===== src/rtl/frame_former_par_pkg.sv =====
// frame_former_par_pkg: shared FSM state encoding and sizing helper for the frame former.
//   state_t        - frame section currently being emitted
//   words_to_bits  - converts a word count to a bit width
package frame_former_par_pkg;

    typedef enum logic [1:0] {PREAMBLE, HEADER, PAYLOAD, PAD} state_t;

    function automatic int words_to_bits(input int words, input int width);
        return words * width;
    endfunction

endpackage


===== src/rtl/frame_former_par_if.sv =====
// frame_former_par_if: input-FIFO read port and output-FIFO write port of the frame former.
//   FIFO_IN_DATA/FIFO_IN_RE/FIFO_IN_EMPTY    - input FIFO (data valid the cycle after RE)
//   FIFO_OUT_DATA/FIFO_OUT_WE/FIFO_OUT_FULL  - output FIFO
//   master: frame former side, slave: FIFO side
interface frame_former_par_if #(
    parameter int DATA_W = 8
);
    logic [DATA_W-1:0] FIFO_IN_DATA;
    logic              FIFO_IN_RE;
    logic              FIFO_IN_EMPTY;
    logic [DATA_W-1:0] FIFO_OUT_DATA;
    logic              FIFO_OUT_WE;
    logic              FIFO_OUT_FULL;

    modport master (
        input  FIFO_IN_DATA, FIFO_IN_EMPTY, FIFO_OUT_FULL,
        output FIFO_IN_RE, FIFO_OUT_DATA, FIFO_OUT_WE
    );

    modport slave (
        output FIFO_IN_DATA, FIFO_IN_EMPTY, FIFO_OUT_FULL,
        input  FIFO_IN_RE, FIFO_OUT_DATA, FIFO_OUT_WE
    );
endinterface


===== src/rtl/frame_skid_buf.sv =====
// frame_skid_buf: 2-entry holding FIFO for payload words returned by the input FIFO.
//   CLK, RESET_N     - clock, synchronous active-low reset (empties the buffer)
//   push, push_data  - store a word
//   pop              - discard the head word
//   head, count      - head word and occupancy (0..2)
module frame_skid_buf #(
    parameter int DATA_W = 8
) (
    input  logic              CLK,
    input  logic              RESET_N,
    input  logic              push,
    input  logic [DATA_W-1:0] push_data,
    input  logic              pop,
    output logic [DATA_W-1:0] head,
    output logic [1:0]        count
);
    logic [DATA_W-1:0] mem [2];
    logic              wr_ptr;
    logic              rd_ptr;

    always_ff @(posedge CLK) begin
        if (!RESET_N) begin
            wr_ptr <= 1'b0;
            rd_ptr <= 1'b0;
            count  <= 2'd0;
        end else begin
            if (push) begin
                mem[wr_ptr] <= push_data;
                wr_ptr      <= ~wr_ptr;
            end
            if (pop)
                rd_ptr <= ~rd_ptr;
            count <= count + 2'(push) - 2'(pop);
        end
    end

    assign head = mem[rd_ptr];
endmodule


===== src/rtl/frame_former_par.sv =====
// frame_former_par: builds preamble/header/payload frames from an input FIFO into an output FIFO.
//   CLK, RESET_N  - clock, synchronous active-low reset
//   bus           - input/output FIFO ports (frame_former_par_if.master)
//   FRAME_DONE    - pulse on the write of the last word of a frame
//   PAD_ACTIVE    - high while the current frame is being padded
//   SEQ_NUM       - sequence number of the current/next frame
module frame_former_par
    import frame_former_par_pkg::*;
#(
    parameter int DATA_W         = 8,
    parameter int PREAMBLE_WORDS = 4,
    parameter logic [words_to_bits(PREAMBLE_WORDS, DATA_W)-1:0] PREAMBLE_VAL = 'h7E7E7E7E,
    parameter int PAYLOAD_WORDS  = 48,
    parameter int HDR_EN         = 1,
    parameter int PAD_TIMEOUT    = 64,
    parameter logic [DATA_W-1:0] PAD_VAL = '0
) (
    input  logic              CLK,
    input  logic              RESET_N,
    frame_former_par_if.master bus,
    output logic              FRAME_DONE,
    output logic              PAD_ACTIVE,
    output logic [DATA_W-1:0] SEQ_NUM
);
    localparam int CW = $clog2((PREAMBLE_WORDS > PAYLOAD_WORDS ? PREAMBLE_WORDS : PAYLOAD_WORDS) + 1);
    localparam int RW = $clog2(PAYLOAD_WORDS + 1);
    localparam int IW = $clog2(PAD_TIMEOUT + 2);

    state_t            state;
    logic [CW-1:0]     cnt;
    logic [RW-1:0]     rd_cnt;
    logic [IW-1:0]     idle_cnt;
    logic              in_flight;
    logic [1:0]        buf_cnt;
    logic [DATA_W-1:0] buf_head;
    logic              avail;
    logic              we;
    logic              re;
    logic              last;
    logic              idle;

    frame_skid_buf #(.DATA_W(DATA_W)) u_skid (
        .CLK       (CLK),
        .RESET_N   (RESET_N),
        .push      (in_flight),
        .push_data (bus.FIFO_IN_DATA),
        .pop       (we && state == PAYLOAD),
        .head      (buf_head),
        .count     (buf_cnt)
    );

    // Reads are throttled so the buffer can always absorb every word already requested.
    always_comb begin
        avail = state != PAYLOAD || buf_cnt != 2'd0;
        we    = RESET_N && !bus.FIFO_OUT_FULL && avail;
        last  = (state == PAYLOAD || state == PAD) && cnt == CW'(PAYLOAD_WORDS - 1);
        re    = RESET_N && !bus.FIFO_IN_EMPTY && state != PAD && rd_cnt < RW'(PAYLOAD_WORDS)
                && 3'(buf_cnt) + 3'(in_flight) <= 3'(we && state == PAYLOAD) + 3'd1;
        idle  = state == PAYLOAD && buf_cnt == 2'd0 && !in_flight && bus.FIFO_IN_EMPTY;
        bus.FIFO_OUT_WE   = we;
        bus.FIFO_IN_RE    = re;
        FRAME_DONE        = we && last;
        bus.FIFO_OUT_DATA = !RESET_N          ? '0 :
                            state == PREAMBLE ? PREAMBLE_VAL[words_to_bits(int'(cnt), DATA_W) +: DATA_W] :
                            state == HEADER   ? SEQ_NUM :
                            state == PAYLOAD  ? buf_head : PAD_VAL;
    end

    always_ff @(posedge CLK) begin
        if (!RESET_N) begin
            state      <= PREAMBLE;
            cnt        <= '0;
            rd_cnt     <= '0;
            idle_cnt   <= '0;
            in_flight  <= 1'b0;
            SEQ_NUM    <= '0;
            PAD_ACTIVE <= 1'b0;
        end else begin
            in_flight <= re;
            rd_cnt    <= FRAME_DONE ? '0 : rd_cnt + RW'(re);
            idle_cnt  <= idle ? idle_cnt + 1'b1 : '0;
            // Idle implies an empty buffer, so this never coincides with a payload write.
            if (PAD_TIMEOUT != 0 && idle && idle_cnt == IW'(PAD_TIMEOUT - 1)) begin
                state      <= PAD;
                PAD_ACTIVE <= 1'b1;
                idle_cnt   <= '0;
            end
            if (we) begin
                case (state)
                    PREAMBLE: begin
                        cnt <= cnt == CW'(PREAMBLE_WORDS - 1) ? '0 : cnt + 1'b1;
                        if (cnt == CW'(PREAMBLE_WORDS - 1))
                            state <= HDR_EN != 0 ? HEADER : PAYLOAD;
                    end
                    HEADER: state <= PAYLOAD;
                    default: begin
                        cnt <= last ? '0 : cnt + 1'b1;
                        if (last) begin
                            state      <= PREAMBLE;
                            SEQ_NUM    <= SEQ_NUM + 1'b1;
                            PAD_ACTIVE <= 1'b0;
                        end
                    end
                endcase
            end
        end
    end
endmodule


===== src/flat_wrapper.sv =====
// flat-port wrapper written by rule: the top's interface ports become plain ports
module frame_former_par_flat import frame_former_par_pkg::*;
#(
    parameter int DATA_W         = 8,
    parameter int PREAMBLE_WORDS = 4,
    parameter logic [words_to_bits(PREAMBLE_WORDS, DATA_W)-1:0] PREAMBLE_VAL = 'h7E7E7E7E,
    parameter int PAYLOAD_WORDS  = 48,
    parameter int HDR_EN         = 1,
    parameter int PAD_TIMEOUT    = 64,
    parameter logic [DATA_W-1:0] PAD_VAL = '0
)
  (CLK, RESET_N, FRAME_DONE, PAD_ACTIVE, SEQ_NUM, bus_FIFO_IN_DATA, bus_FIFO_IN_EMPTY, bus_FIFO_OUT_FULL, bus_FIFO_IN_RE, bus_FIFO_OUT_DATA, bus_FIFO_OUT_WE);
  frame_former_par_if #(.DATA_W(DATA_W)) bus_i ();
  input  logic CLK;
  input  logic RESET_N;
  output logic FRAME_DONE;
  output logic PAD_ACTIVE;
  output logic [DATA_W-1:0] SEQ_NUM;
  input wire logic [$bits(bus_i.FIFO_IN_DATA)-1:0] bus_FIFO_IN_DATA;
  input wire logic [$bits(bus_i.FIFO_IN_EMPTY)-1:0] bus_FIFO_IN_EMPTY;
  input wire logic [$bits(bus_i.FIFO_OUT_FULL)-1:0] bus_FIFO_OUT_FULL;
  output wire logic [$bits(bus_i.FIFO_IN_RE)-1:0] bus_FIFO_IN_RE;
  output wire logic [$bits(bus_i.FIFO_OUT_DATA)-1:0] bus_FIFO_OUT_DATA;
  output wire logic [$bits(bus_i.FIFO_OUT_WE)-1:0] bus_FIFO_OUT_WE;
  assign bus_i.FIFO_IN_DATA = bus_FIFO_IN_DATA;
  assign bus_i.FIFO_IN_EMPTY = bus_FIFO_IN_EMPTY;
  assign bus_i.FIFO_OUT_FULL = bus_FIFO_OUT_FULL;
  assign bus_FIFO_IN_RE = bus_i.FIFO_IN_RE;
  assign bus_FIFO_OUT_DATA = bus_i.FIFO_OUT_DATA;
  assign bus_FIFO_OUT_WE = bus_i.FIFO_OUT_WE;
  frame_former_par #(.DATA_W(DATA_W), .PREAMBLE_WORDS(PREAMBLE_WORDS), .PREAMBLE_VAL(PREAMBLE_VAL), .PAYLOAD_WORDS(PAYLOAD_WORDS), .HDR_EN(HDR_EN), .PAD_TIMEOUT(PAD_TIMEOUT), .PAD_VAL(PAD_VAL)) u_core (.CLK(CLK), .RESET_N(RESET_N), .bus(bus_i), .FRAME_DONE(FRAME_DONE), .PAD_ACTIVE(PAD_ACTIVE), .SEQ_NUM(SEQ_NUM));
endmodule

===== config.mk =====
export PLATFORM = sky130hd
export DESIGN_NAME = frame_former_par_flat
export DESIGN_NICKNAME = d
export VERILOG_FILES = /design/src/rtl/frame_former_par_pkg.sv /design/src/rtl/frame_former_par_if.sv /design/src/rtl/frame_skid_buf.sv /design/src/rtl/frame_former_par.sv /design/src/flat_wrapper.sv
export SDC_FILE = /design/constraint.sdc
export NUM_CORES = 1
export LEC_CHECK = 0
export ABC_AREA = 0
export ABC_CLOCK_PERIOD_IN_PS = 5900
export CAP_MARGIN = 5
export CORE_MARGIN = 4
export CORE_UTILIZATION = 59
export DETAILED_ROUTE_END_ITERATION = 6
export GPL_TIMING_DRIVEN = 0
export PLACE_DENSITY = 0.81
export SLEW_MARGIN = 5
export SYNTH_ARGS = -nofsm -noshare
export SYNTH_HDL_FRONTEND = slang
export SYNTH_SLANG_ARGS = --single-unit

===== constraint.sdc =====
create_clock -name CLK -period 5.9 [get_ports CLK]
set_clock_uncertainty 0.05 [all_clocks]
set_input_delay 0.59 -clock CLK [delete_from_list [all_inputs] [get_ports CLK]]
set_output_delay 0.59 -clock CLK [all_outputs]
set_load 0.01 [all_outputs]

==> out/results.tsv, run 1 <==
metric	value	unit
RePlAce Congestion	0.8960	
M1 WL	2461	um
Die Wd	73.81	um
# rows	23	
Worst slew margin	47.73	%
IO Count	32	
vias in the first global route	2015	
register area	1201	sq um
CTS max path bufs	2	
area growth from synthesis to layout	19.05	%
CTS tree	built	
Top FF cell, synth	dfxtp_1	
IR drop worst, VDD	0.1711	mV
antenna violations before repair	0	
post-DP HPWL	3907	um
Vert. Die Dim	73.81	um
first-pass GRT wire length	9453	um
Vias/cell	5.756	
Worst Reg-to-Reg Cells	12	
Filler cells	300	
Yosys top cell by area	dfxtp_1	
core area	4086	sq um
commonest non-fill, non-tap cell in the layout	nor2_1	
Area contributors post-synth	dfxtp_1, edfxtp_1, nor2_1	
largest net degree at the start of global routing	18	
Final Hold Fails	0	
max-cap violation count	0	
leakage	0.001092	uW
Post-Syn Instances	264	
Distinct cells, synth	50	
RSZ-0062 raised after global routing	no	
clock buffer count from CTS	5	
Power Density	227.1	nW/um^2
drt drc	0	
CTS sink cnt	52	
share of the synthesized area in the top cell type	28.21	%
Critical Path End Type	output port	
via count	2032	
Post-synth EDFFs	16	
Starting Density	62.52	%
Slew Limit Fails	0	
hold buffer count at CTS	0	
H-tree depth	2	
drt pass-1 iters	4	
Avg Cell Area, Syn	9.678	sq um
Starting DRT DRC Count	243	
fin nets	324	
HP Start	u_core.idle_cnt[0]$_SDFF_PP0_	
Async S/R FF share, synth	0	%
Post-CTS Resized	0	
Worst Hold Depth	1	
sequential area share after synthesis	47.01	%
area of the multi-input gates	1256	sq um
Slew @ Worst Pin	0.7774	ns
Skew-Pair Late Insertion Delay	0.31	ns
Post CTS Setup Buffer Count	0	
Setup crit start kind	input pin	
crit path time final	3.986	ns
Post-Syn Area	2555	sq um
flops & latches, synth	52	
layout cells sized above 1	7.591	%
CTS root buf	clkbuf_8	
end of the worst hold path	u_core.idle_cnt[0]$_SDFF_PP0_	
Top Metal Used	met4	
r2r startpoint	u_core.state[0]$_SDFF_PN0_	
Fin Setup TNS	0	ns
RR Endpoint	u_core.rd_cnt[4]$_SDFF_PP0_	
wire per inst	15.37	um
DR WL met2	2603	um
global route total overflow	0	
status	complete, no violations	
Synthesized Nets	286	
# setup viols final	0	
full die area	5447	sq um
I/O Buffers	31	
gr usage total	22.86	%
FF-to-FF setup slack	2.75	ns
synth warn	0	
antenna viol nets, final	0	
clk slew on worst S/H paths	0.09	ns
crit share post-route	67.56	%
Total Wirelength	5424	um
Routed met3 length	291	um
most frequent cells in the layout	nor2_1, dfxtp_1, clkdlybuf4s50_1, nand2_1, edfxtp_1	
worst setup path class	input pin to output port	
Worst EP arrival	3.35	ns
Required @ worst endpoint	5.26	ns
# diodes	0	
Max Fanout on Critical Path	7	
Final Util	74.43	%
fmax	250.9	MHz
type of the worst min-delay path	flop to flop	
cells in the mapped netlist, types with 3 or more instances:
master and instances:
nor2b_1 3, nand3_1 12, a21oi_1 14, clkbuf_1 6, nand2_1 17, and4_1 3
xnor2_1 8, ha_1 9, nor4_1 4, nor2_1 39, nand2b_1 8, and3_1 4
mux2i_1 13, xor2_1 5, a211oi_1 3, edfxtp_1 16, o21ai_0 7, dfxtp_1 36
inv_1 13, nand4_1 4, nor3_1 4
per-stage QoR:
step                      hold WS, ns  setup WS [ns]  instances  cell area (sq um)  power, uW
final                          0.4093          1.914        353               3042      690.8
after global routing           0.4530          1.710        353               3042      719.9
after CTS                      0.4145          1.890        353               3042      693.0
after detailed placement       0.3875          1.912        345               2928      449.6
after global placement         0.3819          1.907        345               2928      447.0
after floorplan                0.3675          2.826        264               2555      424.3
registers in the layout, summed over array words and instances, names as in the netlist, named ones only:
name / cells
u_core.in_flight: 1
u_core.PAD_ACTIVE: 1
u_core.state: 2
u_core.u_skid.mem: 16
u_core.SEQ_NUM: 8
u_core.u_skid.count: 2
u_core.cnt: 6
u_core.rd_cnt: 6
u_core.u_skid.rd_ptr: 1
u_core.idle_cnt: 7
u_core.u_skid.wr_ptr: 1
where the power goes:
part / internal (uW) / switching (uW) / total (uW) / leakage [uW]
Clock: 128 / 121 / 249 / 0.0000591
Sequential: 378 / 7.73 / 386 / 0.000436
Combinational: 27.1 / 29.1 / 56.1 / 0.000597
Total: 533 / 158 / 691 / 0.00109
area by class of cell:
type                       instances  share of cell area [%]
clock buffer                       5                   2.262
buffer                            11                   1.604
inverter                          13                   1.604
timing repair buffer              31                   10.20
tap                               50                   2.057
clock inverter                     3                   1.481
sequential                        52                   39.49
multi-input combinational        188                   41.30
logic make-up (layout without fill, tap and decap cells):
| logic type | Yosys count | count (layout) | synth area share [%] |
|---|---|---|---|
| AO/OA/AOI/OAI | 40 | 40 | 9.990 |
| XOR/XNOR | 13 | 13 | 4.456 |
| adder cells (fa/ha/maj) | 10 | 10 | 5.191 |
| buffers and inverters | 24 | 63 | 3.820 |
| flip-flops | 52 | 52 | 47.01 |
| multiplexers | 13 | 13 | 5.093 |
| AND/OR/NAND/NOR | 112 | 112 | 24.44 |
per-layer routing:
metal | track usage, % | vias to the layer above
met2 | 38.29 | 60
met4 | 6.640 | 0
met1 | 29.16 | 957
li1 | - | 1004
met5 | 0 | -
met3 | 5.472 | 11
worst max-delay path, stage by stage:
cell and delay, ns:
clkdlybuf4s50_1 0.45, nand2b_1 0.29, nor3_2 0.36, fa_1 0.51, nor2_1 0.10, nand2_1 0.07
a221oi_1 0.35, clkdlybuf4s50_1 0.61
worst max-delay path by stage:
| stage | from | end | slack [ns] | depth (start not counted) |
|---|---|---|---|---|
| after CTS | bus_FIFO_OUT_FULL | bus_FIFO_IN_RE | 1.89 | 8 |
| after detailed placement | bus_FIFO_OUT_FULL | bus_FIFO_IN_RE | 1.91 | 8 |
| after global placement | bus_FIFO_OUT_FULL | bus_FIFO_IN_RE | 1.91 | 8 |
| after floorplan | bus_FIFO_OUT_FULL | u_core.rd_cnt[4]$_SDFF_PP0_ | 2.83 | 11 |
| after global routing | bus_FIFO_OUT_FULL | bus_FIFO_IN_RE | 1.71 | 8 |
| final | bus_FIFO_OUT_FULL | bus_FIFO_IN_RE | 1.91 | 8 |
Power figures use the tool's default switching activity.
==> run 2, diff against run 1 <==
--- a/config.mk
+++ b/config.mk
@@ -6,13 +6,13 @@
 export NUM_CORES = 1
 export LEC_CHECK = 0
 export ABC_AREA = 0
-export ABC_CLOCK_PERIOD_IN_PS = 5900
+export ABC_CLOCK_PERIOD_IN_PS = 3600
 export CAP_MARGIN = 5
 export CORE_MARGIN = 4
-export CORE_UTILIZATION = 59
+export CORE_UTILIZATION = 50
 export DETAILED_ROUTE_END_ITERATION = 6
 export GPL_TIMING_DRIVEN = 0
-export PLACE_DENSITY = 0.81
+export PLACE_DENSITY = 0.73
 export SLEW_MARGIN = 5
 export SYNTH_ARGS = -nofsm -noshare
 export SYNTH_HDL_FRONTEND = slang
==> constraint.sdc (replaced) <==
create_clock -name CLK -period 3.6 [get_ports CLK]
set_clock_uncertainty 0.05 [all_clocks]
set_input_delay 0.36 -clock CLK [delete_from_list [all_inputs] [get_ports CLK]]
set_output_delay 0.36 -clock CLK [all_outputs]
set_load 0.01 [all_outputs]
==> out/results.tsv, run 2 (synthesis results as in run 1) <==
metric	value	unit	change
Slew Limit Fails	0		unchanged
CTS sink cnt	52		unchanged
Vias/cell	5.312		-7.7%
IO Count	32		unchanged
fin nets	326		+0.62%
Required @ worst endpoint	3.19	ns	-2.07 ns
Regs by FF count	u_core.u_skid.mem (16), u_core.SEQ_NUM (8), u_core.idle_cnt (7)		
RePlAce Congestion	0.8271		-7.7%
RSZ-0062 raised after global routing	no		
type of the worst min-delay path	flop to flop		
CP cell instances	clkdlybuf4s50_1 -> nand2b_1 -> nor3_4 -> fa_1 -> nor2_1 -> nand2_1 -> a221oi_2 -> clkdlybuf4s50_1		
first-pass GRT wire length	8659	um	-8.4%
post-DP HPWL	3748	um	-4.1%
Worst EP arrival	2.98	ns	-0.37 ns
# rows	25		+8.7%
CTS max path bufs	2		unchanged
full die area	6318	sq um	+16%
Starting DRT DRC Count	102		-58%
Setup crit start kind	input pin		
max-cap violation count	0		unchanged
IR drop worst, VDD	0.2535	mV	+48%
design area	3072	sq um	+0.99%
most frequent cells in the layout	nor2_1, dfxtp_1, clkdlybuf4s50_1, nand2_1, edfxtp_1		
Worst slew margin	42.28	%	-5.4 points
vias in the first global route	1916		-4.9%
Critical Path End Type	output port		
Total Wirelength	5139	um	-5.3%
Final Hold Fails	0		unchanged
worst setup path class	input pin to output port		
Skew-Pair Late Insertion Delay	0.31	ns	about the same
drt pass-1 iters	4		unchanged
Max Fanout on Critical Path	7		unchanged
crit share post-route	94.19	%	
Vert. Die Dim	79.49	um	+7.7%
Reg with most FFs	u_core.u_skid.mem		
status	complete, no violations		
fmax	294.9	MHz	
I/O Buffers	31		unchanged
leakage	0.001098	uW	+0.54%
Fin Setup TNS	0	ns	unchanged
drt drc	0		unchanged
Starting Density	52.70	%	-9.8 points
# setup viols final	0		unchanged
commonest non-fill, non-tap cell in the layout	nor2_1		
antenna viol nets, final	0		unchanged
crit path time final	3.391	ns	
wire per inst	13.81	um	-10%
clk slew on worst S/H paths	0.10	ns	about the same
Power Density	350.9	nW/um^2	+55%
CTS tree	built		
gr usage total	17.82	%	-5.0 points
clock buffer count from CTS	5		unchanged
Placed Area	2949	sq um	+0.73%
core area	4848	sq um	+19%
area growth from synthesis to layout	20.23	%	
slowest stage cell on the critical path	clkdlybuf4s50_1		
most frequent CP cell	clkdlybuf4s50_1		
Critical path buffers and inverters	2		unchanged
H-tree depth	2		unchanged
largest net degree at the start of global routing	19		+1
number of flip-flops in the largest register	16		unchanged
Crit path max-delay family	buffers and inverters		
hold buffer count at CTS	0		unchanged
layout cells sized above 1	8.525	%	+0.93 points
Die Wd	79.49	um	+7.7%
via count	1976		-2.8%
global route total overflow	0		unchanged
CTS root buf	clkbuf_8		
Crit path largest cell delay	0.59	ns	-0.02 ns
antenna violations before repair	0		unchanged
Slew @ Worst Pin	0.8585	ns	+0.08105 ns
# diodes	0		unchanged
## run 2: changes by cell type in the layout (fill, tap and decap cells not counted), sizes merged
cell    delta
clkinv     +1
buf        +2
bufinv     -1
## run 2: per-layer routing
layer,track usage (%),share of wire [%]
met1,22.28,45
met2,29.30,48
met5,0,0
met4,7.216,1.7
met3,4.402,5.2
## run 2: final timing paths
check | start | end | slack [ns] | cells after the start
setup / recovery | bus_FIFO_OUT_FULL | bus_FIFO_IN_RE | 0.21 | 8
hold / removal | u_core.idle_cnt[0]$_SDFF_PP0_ | u_core.idle_cnt[0]$_SDFF_PP0_ | 0.41 | 1
setup reg to reg | u_core.u_skid.count[1]$_SDFF_PN0_ | u_core.rd_cnt[4]$_SDFF_PP0_ | 0.68 | 11
hold reg to reg | u_core.idle_cnt[0]$_SDFF_PP0_ | u_core.idle_cnt[0]$_SDFF_PP0_ | 0.41 | 1
## run 2: timing repair
action,CTS,global route
gates resized for setup,1,1
setup buffers,0,2
gates cloned,0,0
pin swaps,0,1
setup endpoints to repair,1,1
## run 2: layout make-up
cell class                      count  area, sq um
Timing Repair Buffer               33        325.3
Tap cell                           67        83.83
Fill cell                         412         1777
Clock inverter                      3        26.28
Sequential cell                    52         1201
Buffer                             11        48.80
Multi-Input combinational cell    188         1269
Inverter                           13        48.80
Clock buffer                        5        68.82
## run 2: power breakdown
group	total, uW	internal, uW	leakage [uW]	switching (uW)
sequential	631	619	0.000436	11.9
combinational	92.9	44.8	0.000612	48.1
clock	354	144	0.0000506	210
## run 2: stage by stage
stage               instances  utilization, %  hold WS (ns)  total power, uW  worst slack, ns
floorplan                 264               -        0.3675            695.4           0.6097
global route              372           63.35        0.4406             1120         0.009642
detailed placement        362           60.83        0.4008            736.0          0.01155
CTS                       370           62.92        0.4151             1087          0.01766
finish                    372           63.35        0.4072             1078           0.2091
global placement          362           60.83        0.3806            733.7          0.01151
==> run 3, diff against run 2 <==
--- a/config.mk
+++ b/config.mk
@@ -10,6 +10,7 @@
 export CAP_MARGIN = 5
 export CORE_MARGIN = 4
 export CORE_UTILIZATION = 50
+export CTS_BUF_LIST = sky130_fd_sc_hd__clkbuf_16
 export DETAILED_ROUTE_END_ITERATION = 6
 export GPL_TIMING_DRIVEN = 0
 export PLACE_DENSITY = 0.73
==> out/results.tsv, run 3 (synthesis results as in run 1) <==
metric	value	unit	change
global route total overflow	0		unchanged
PnR worst setup slack	0.2012	ns	-0.007882 ns
CTS root buf	clkbuf_16		
antenna violations before repair	0		unchanged
CTS max path bufs	2		unchanged
first-pass GRT wire length	8735	um	+0.88%
most frequent CP cell	clkdlybuf4s50_1		
I/O Buffers	31		unchanged
CP cell instances	clkdlybuf4s50_1 -> nand2b_1 -> nor3_4 -> fa_1 -> nor2_1 -> nand2_1 -> a221oi_2 -> clkdlybuf4s50_1		
via count	1983		+0.35%
clock buffer count from CTS	5		unchanged
Fin Setup TNS	0	ns	unchanged
wire per inst	13.88	um	+0.45%
Final Hold Fails	0		unchanged
# diodes	0		unchanged
dpl cells	362		unchanged
pre-CTS WS	0.01155	ns	unchanged
drt pass-1 iters	4		unchanged
layout cells sized above 1	8.525	%	unchanged
crit path time final	3.399	ns	+0.007882 ns
IR drop worst, VDD	0.2702	mV	+6.6%
type of the worst min-delay path	flop to flop		
Slew Limit Fails	0		unchanged
Vert. Die Dim	79.49	um	unchanged
Max Fanout on Critical Path	7		unchanged
Starting Density	52.70	%	unchanged
Skew-Pair Late Insertion Delay	0.30	ns	about the same
CTS tree	built		
drt drc	0		unchanged
Vias/cell	5.331		+0.35%
Total Wirelength	5162	um	+0.45%
IO Count	32		unchanged
Required @ worst endpoint	3.19	ns	about the same
Placed Area	2949	sq um	unchanged
fin nets	326		unchanged
design area	3128	sq um	+1.8%
RePlAce Congestion	0.8271		unchanged
max-cap violation count	0		unchanged
slowest stage cell on the critical path	clkdlybuf4s50_1		
status	complete, no violations		
core area	4848	sq um	unchanged
fin cells	372		unchanged
Filler cells	405		-1.7%
post-DP HPWL	3748	um	unchanged
Power Density	388.2	nW/um^2	+11%
Starting DRT DRC Count	100		-2.0%
commonest non-fill, non-tap cell in the layout	nor2_1		
Critical Path End Type	output port		
vias in the first global route	1913		-0.16%
Worst EP arrival	2.99	ns	about the same
largest net degree at the start of global routing	19		unchanged
full die area	6318	sq um	unchanged
CTS sink cnt	52		unchanged
crit share post-route	94.41	%	+0.22 points
worst setup path class	input pin to output port		
gr usage total	18.15	%	+0.33 points
fmax	294.2	MHz	-0.23%
leakage	0.001124	uW	+2.3%
Worst slew margin	42.11	%	-0.17 points
Reg with most FFs	u_core.u_skid.mem		
antenna viol nets, final	0		unchanged
Regs by FF count	u_core.u_skid.mem (16), u_core.SEQ_NUM (8), u_core.idle_cnt (7)		
area growth from synthesis to layout	22.43	%	
Die Wd	79.49	um	unchanged
Hold WS	0.4030	ns	-0.004218 ns
number of flip-flops in the largest register	16		unchanged
Setup crit start kind	input pin		
hold buffer count at CTS	0		unchanged
# setup viols final	0		unchanged
RSZ-0062 raised after global routing	no		
# rows	25		unchanged
most frequent cells in the layout	nor2_1, dfxtp_1, clkdlybuf4s50_1, nand2_1, edfxtp_1		
Slew @ Worst Pin	0.8609	ns	+0.002476 ns
Crit path largest cell delay	0.59	ns	about the same
clk slew on worst S/H paths	0.07	ns	-0.03 ns
H-tree depth	2		unchanged
==> run 3: cell types whose count changed in the layout (fill, tap and decap cells not counted) <==
cell,change
clkbuf_16,+5
clkbuf_8,-5
==> run 3: cell type report <==
| class | instances | area, sq um | share of cell area (%) |
|---|---|---|---|
| Multi-Input combinational cell | 188 | 1269 | 40.56 |
| Sequential cell | 52 | 1201 | 38.40 |
| Timing Repair Buffer | 33 | 325.3 | 10.40 |
| Clock buffer | 5 | 125.1 | 4.000 |
| Tap cell | 67 | 83.83 | 2.680 |
| Buffer | 11 | 48.80 | 1.560 |
| Inverter | 13 | 48.80 | 1.560 |
| Clock inverter | 3 | 26.28 | 0.8400 |
==> run 3: final timing paths <==
path / slack [ns] / endpoint / cells after the start / start
setup / recovery: 0.20 / bus_FIFO_IN_RE / 8 / bus_FIFO_OUT_FULL
hold / removal: 0.40 / u_core.idle_cnt[0]$_SDFF_PP0_ / 1 / u_core.idle_cnt[0]$_SDFF_PP0_
hold reg to reg: 0.40 / u_core.idle_cnt[0]$_SDFF_PP0_ / 1 / u_core.idle_cnt[0]$_SDFF_PP0_
setup reg to reg: 0.67 / u_core.rd_cnt[4]$_SDFF_PP0_ / 11 / u_core.u_skid.count[1]$_SDFF_PN0_
==> run 3: per-stage QoR <==
step / total power [uW] / util [%]
after global routing: 1258 / 64.52
after global placement: 733.7 / 60.83
final: 1214 / 64.52
after detailed placement: 736.0 / 60.83
after floorplan: 695.4 / -
after CTS: 1225 / 64.08
==> run 3: critical path: cells and delay by family <==
family          cells  cell delay, ns
compound gates      1            0.29
fa+ha+maj           1            0.48
buf+inv             2            1.02
simple gates        4            0.83
==> run 3: routing by layer <==
layer  part of all wire, %  vias up  GRT usage [%]  routed length [um]
li1                      -     1014              -                   -
met1                    46      928          22.49                2378
met2                    47       34          29.47                2435
met3                   5.0        7          5.079                 258
met4                   1.7        0          7.732                  89
met5                     0        -              0                   0
==> run 3: what timing repair did <==
| action | CTS | global route |
|---|---|---|
| cloned | 0 | 0 |
| buffers inserted | 0 | 2 |
| pin swaps | 0 | 1 |
| gates resized for setup | 1 | 1 |
| endpoints found under the setup margin | 1 | 1 |
==> run 3: report_power, final <==
group	switching (uW)	total (uW)	internal (uW)
Clock	225	490	264
Combinational	48.1	92.9	44.8
Sequential	12.2	632	619
==> RTL change (config.mk and constraints of run 2) <==
`PAYLOAD_WORDS` is set to 48 in 2 places; all go to 96.
--- a/src/rtl/frame_former_par.sv
+++ b/src/rtl/frame_former_par.sv
@@ -11,5 +11,5 @@
     parameter int PREAMBLE_WORDS = 4,
     parameter logic [words_to_bits(PREAMBLE_WORDS, DATA_W)-1:0] PREAMBLE_VAL = 'h7E7E7E7E,
-    parameter int PAYLOAD_WORDS  = 48,
+    parameter int PAYLOAD_WORDS  = 96,
     parameter int HDR_EN         = 1,
     parameter int PAD_TIMEOUT    = 64,
--- a/src/flat_wrapper.sv
+++ b/src/flat_wrapper.sv
@@ -5,5 +5,5 @@
     parameter int PREAMBLE_WORDS = 4,
     parameter logic [words_to_bits(PREAMBLE_WORDS, DATA_W)-1:0] PREAMBLE_VAL = 'h7E7E7E7E,
-    parameter int PAYLOAD_WORDS  = 48,
+    parameter int PAYLOAD_WORDS  = 96,
     parameter int HDR_EN         = 1,
     parameter int PAD_TIMEOUT    = 64,
Formal check against the unedited RTL: same outputs for any inputs over 10 cycles, from zero or initial values and one cycle with RESET_N low; that may be too few to reach the edited logic, so the function may still have changed.
==> RTL change against run 2 <==
Critical path depth unchanged. Combinational power up 71%. Synthesized area shrank 2.5%. Cell count shrank 3.8%. Via count fell by 1.5%. Power up 21%. Design area is 0.94% lower. Sequential cell count is 2 higher. Setup slack worse by 0.062 ns. Sequential share of layout area is 1.7 points higher. Synthesized cell count fell by 4.5%. Core utilization is 0.23 points higher. Routed wire length is 1.1% lower. First-iteration DRC count is 6.9% lower. Critical path type unchanged. Highest routed layer unchanged.
==> RTL change: results (changes against run 2) <==
R2R depth = 12 (+1)
Initial DRC Count = 95 (-6.9%)
Main area contributors after synthesis = dfxtp_1 (31%), edfxtp_1 (19%), nor2_1 (5.0%), xnor2_1 (4.6%), ha_1 (4.5%)
Dpl ws = -0.295 ns (-0.307 ns)
Vias in the first global route = 1,826 (-4.7%)
Regs by FF count = u_core.u_skid.mem: 16 flops, u_core.SEQ_NUM: 8 flops
Final WL = 5.08 mm (-1.1%)
Fin nets = 312 (-4.3%)
Largest net degree at the start of global routing = 17 (-2)
Seq/Total Area, Yosys = 49.8% (+2.8 points)
Seq area share = 40.8% (+1.7 points)
Comb_multi_in = 180 (-4.3%)
Hpwl dp = 3.65 mm (-2.6%)
Share of layout cells above drive strength 1 = 5.15% (-3.4 points)
Max-slew headroom = 52.4% (+10 points)
Clk Latency, worst-skew pair = 0.31 ns (about the same)
Non-CTS inverters = 11 (-2)
Commonest cells in the netlist = dfxtp_1 (38), nor2_1 (33), nand2_1 (18)
Non-clk buf share = 11.1% (-1.1 points)
Worst reg2reg endpoint = u_core.rd_cnt[6]
Flop2flop setup slack = 0.53 ns (-0.15 ns)
Leak pwr = 1.07 nW (-2.8%)
Final GP Congestion = 0.853 (+3.1%)
Non-clock buffer instance count of the final layout = 38 (-14%)
Reg2Reg Launch Point = u_core.state[1]
Layout clock area frac = 4.36% (+1.3 points)
DP Area = 2880 um^2 (-2.2%)
Clock transition at path regs = 0.09 ns
Yosys reg bits = 54 (+3.8%)
Run status = finished, final reports clean
Yosys cell types = 41 (-18%)
Crit path DAT = 3.04 ns (+0.06 ns)
Multi-input logic portion of the cell area = 39.6% (-1.7 points)
Routed via count = 1,947 (-1.5%)
F_max = 290 MHz (-1.8%)
Total GRT Usage = 17.7% (-0.11 points)
VDD IR max = 279 uV (+9.9%)
P_sw = 0.300 mW (+11%)
RTL change: changes by cell type after synthesis, moves of 3 or more:
cell | before | now
nor2_1 | 39 | 33
o31ai_1 | 2 | 6
mux2i_1 | 13 | 8
o21a_1 | 1 | 4
nand2b_1 | 8 | 3
a21oi_1 | 14 | 10
xnor2_1 | 8 | 13
nor3_1 | 4 | 11
or4_1 | 1 | 4
RTL change: routing by layer:
layer	up-vias	track usage, %	routed length [um]	share of wire [%]
met5	-	0	0	0
met4	0	6.29	70	1.4
met3	8	3.44	210	4.1
met2	36	28.7	2440	48
met1	926	23.5	2360	46
li1	977	-	-	-
RTL change: cell families (layout without fill, tap and decap cells):
kind of cell / count (synthesis) / count (layout) / share of synthesized area, %
AO/OA/AOI/OAI: 35 / 35 / 9.40
XOR/XNOR: 18 / 18 / 6.33
adder cells (fa/ha/maj): 10 / 10 / 5.33
buffers and inverters: 18 / 57 / 2.76
flip-flops: 54 / 54 / 49.8
multiplexers: 10 / 10 / 4.12
AND/OR/NAND/NOR: 107 / 107 / 22.2
RTL change: power by group through the flow:
stage	clock, mW	combinational [mW]	sequential [mW]
after floorplan	0	0.0978	0.679
after global placement	0	0.146	0.683
after detailed placement	0	0.151	0.684
after CTS	0.481	0.158	0.672
after global routing	0.505	0.178	0.675
final	0.471	0.159	0.671
RTL change: repair_timing:
action	in CTS	in global routing
hold buffers	0	0
resized for setup	3	1
setup endpoints to repair	1	1
RTL change: per-stage QoR:
stage               TNS, ns  hold slack (ns)  power, mW  std cells  util, %
CTS                       0            0.408       1.31        358     63.5
detailed placement   -0.915            0.392      0.835        350     60.3
global route              0            0.428       1.36        358     63.6
global placement     -0.913            0.380      0.829        350     60.3
finish                    0            0.404       1.30        358     63.6
floorplan                 0            0.368      0.777        252        -
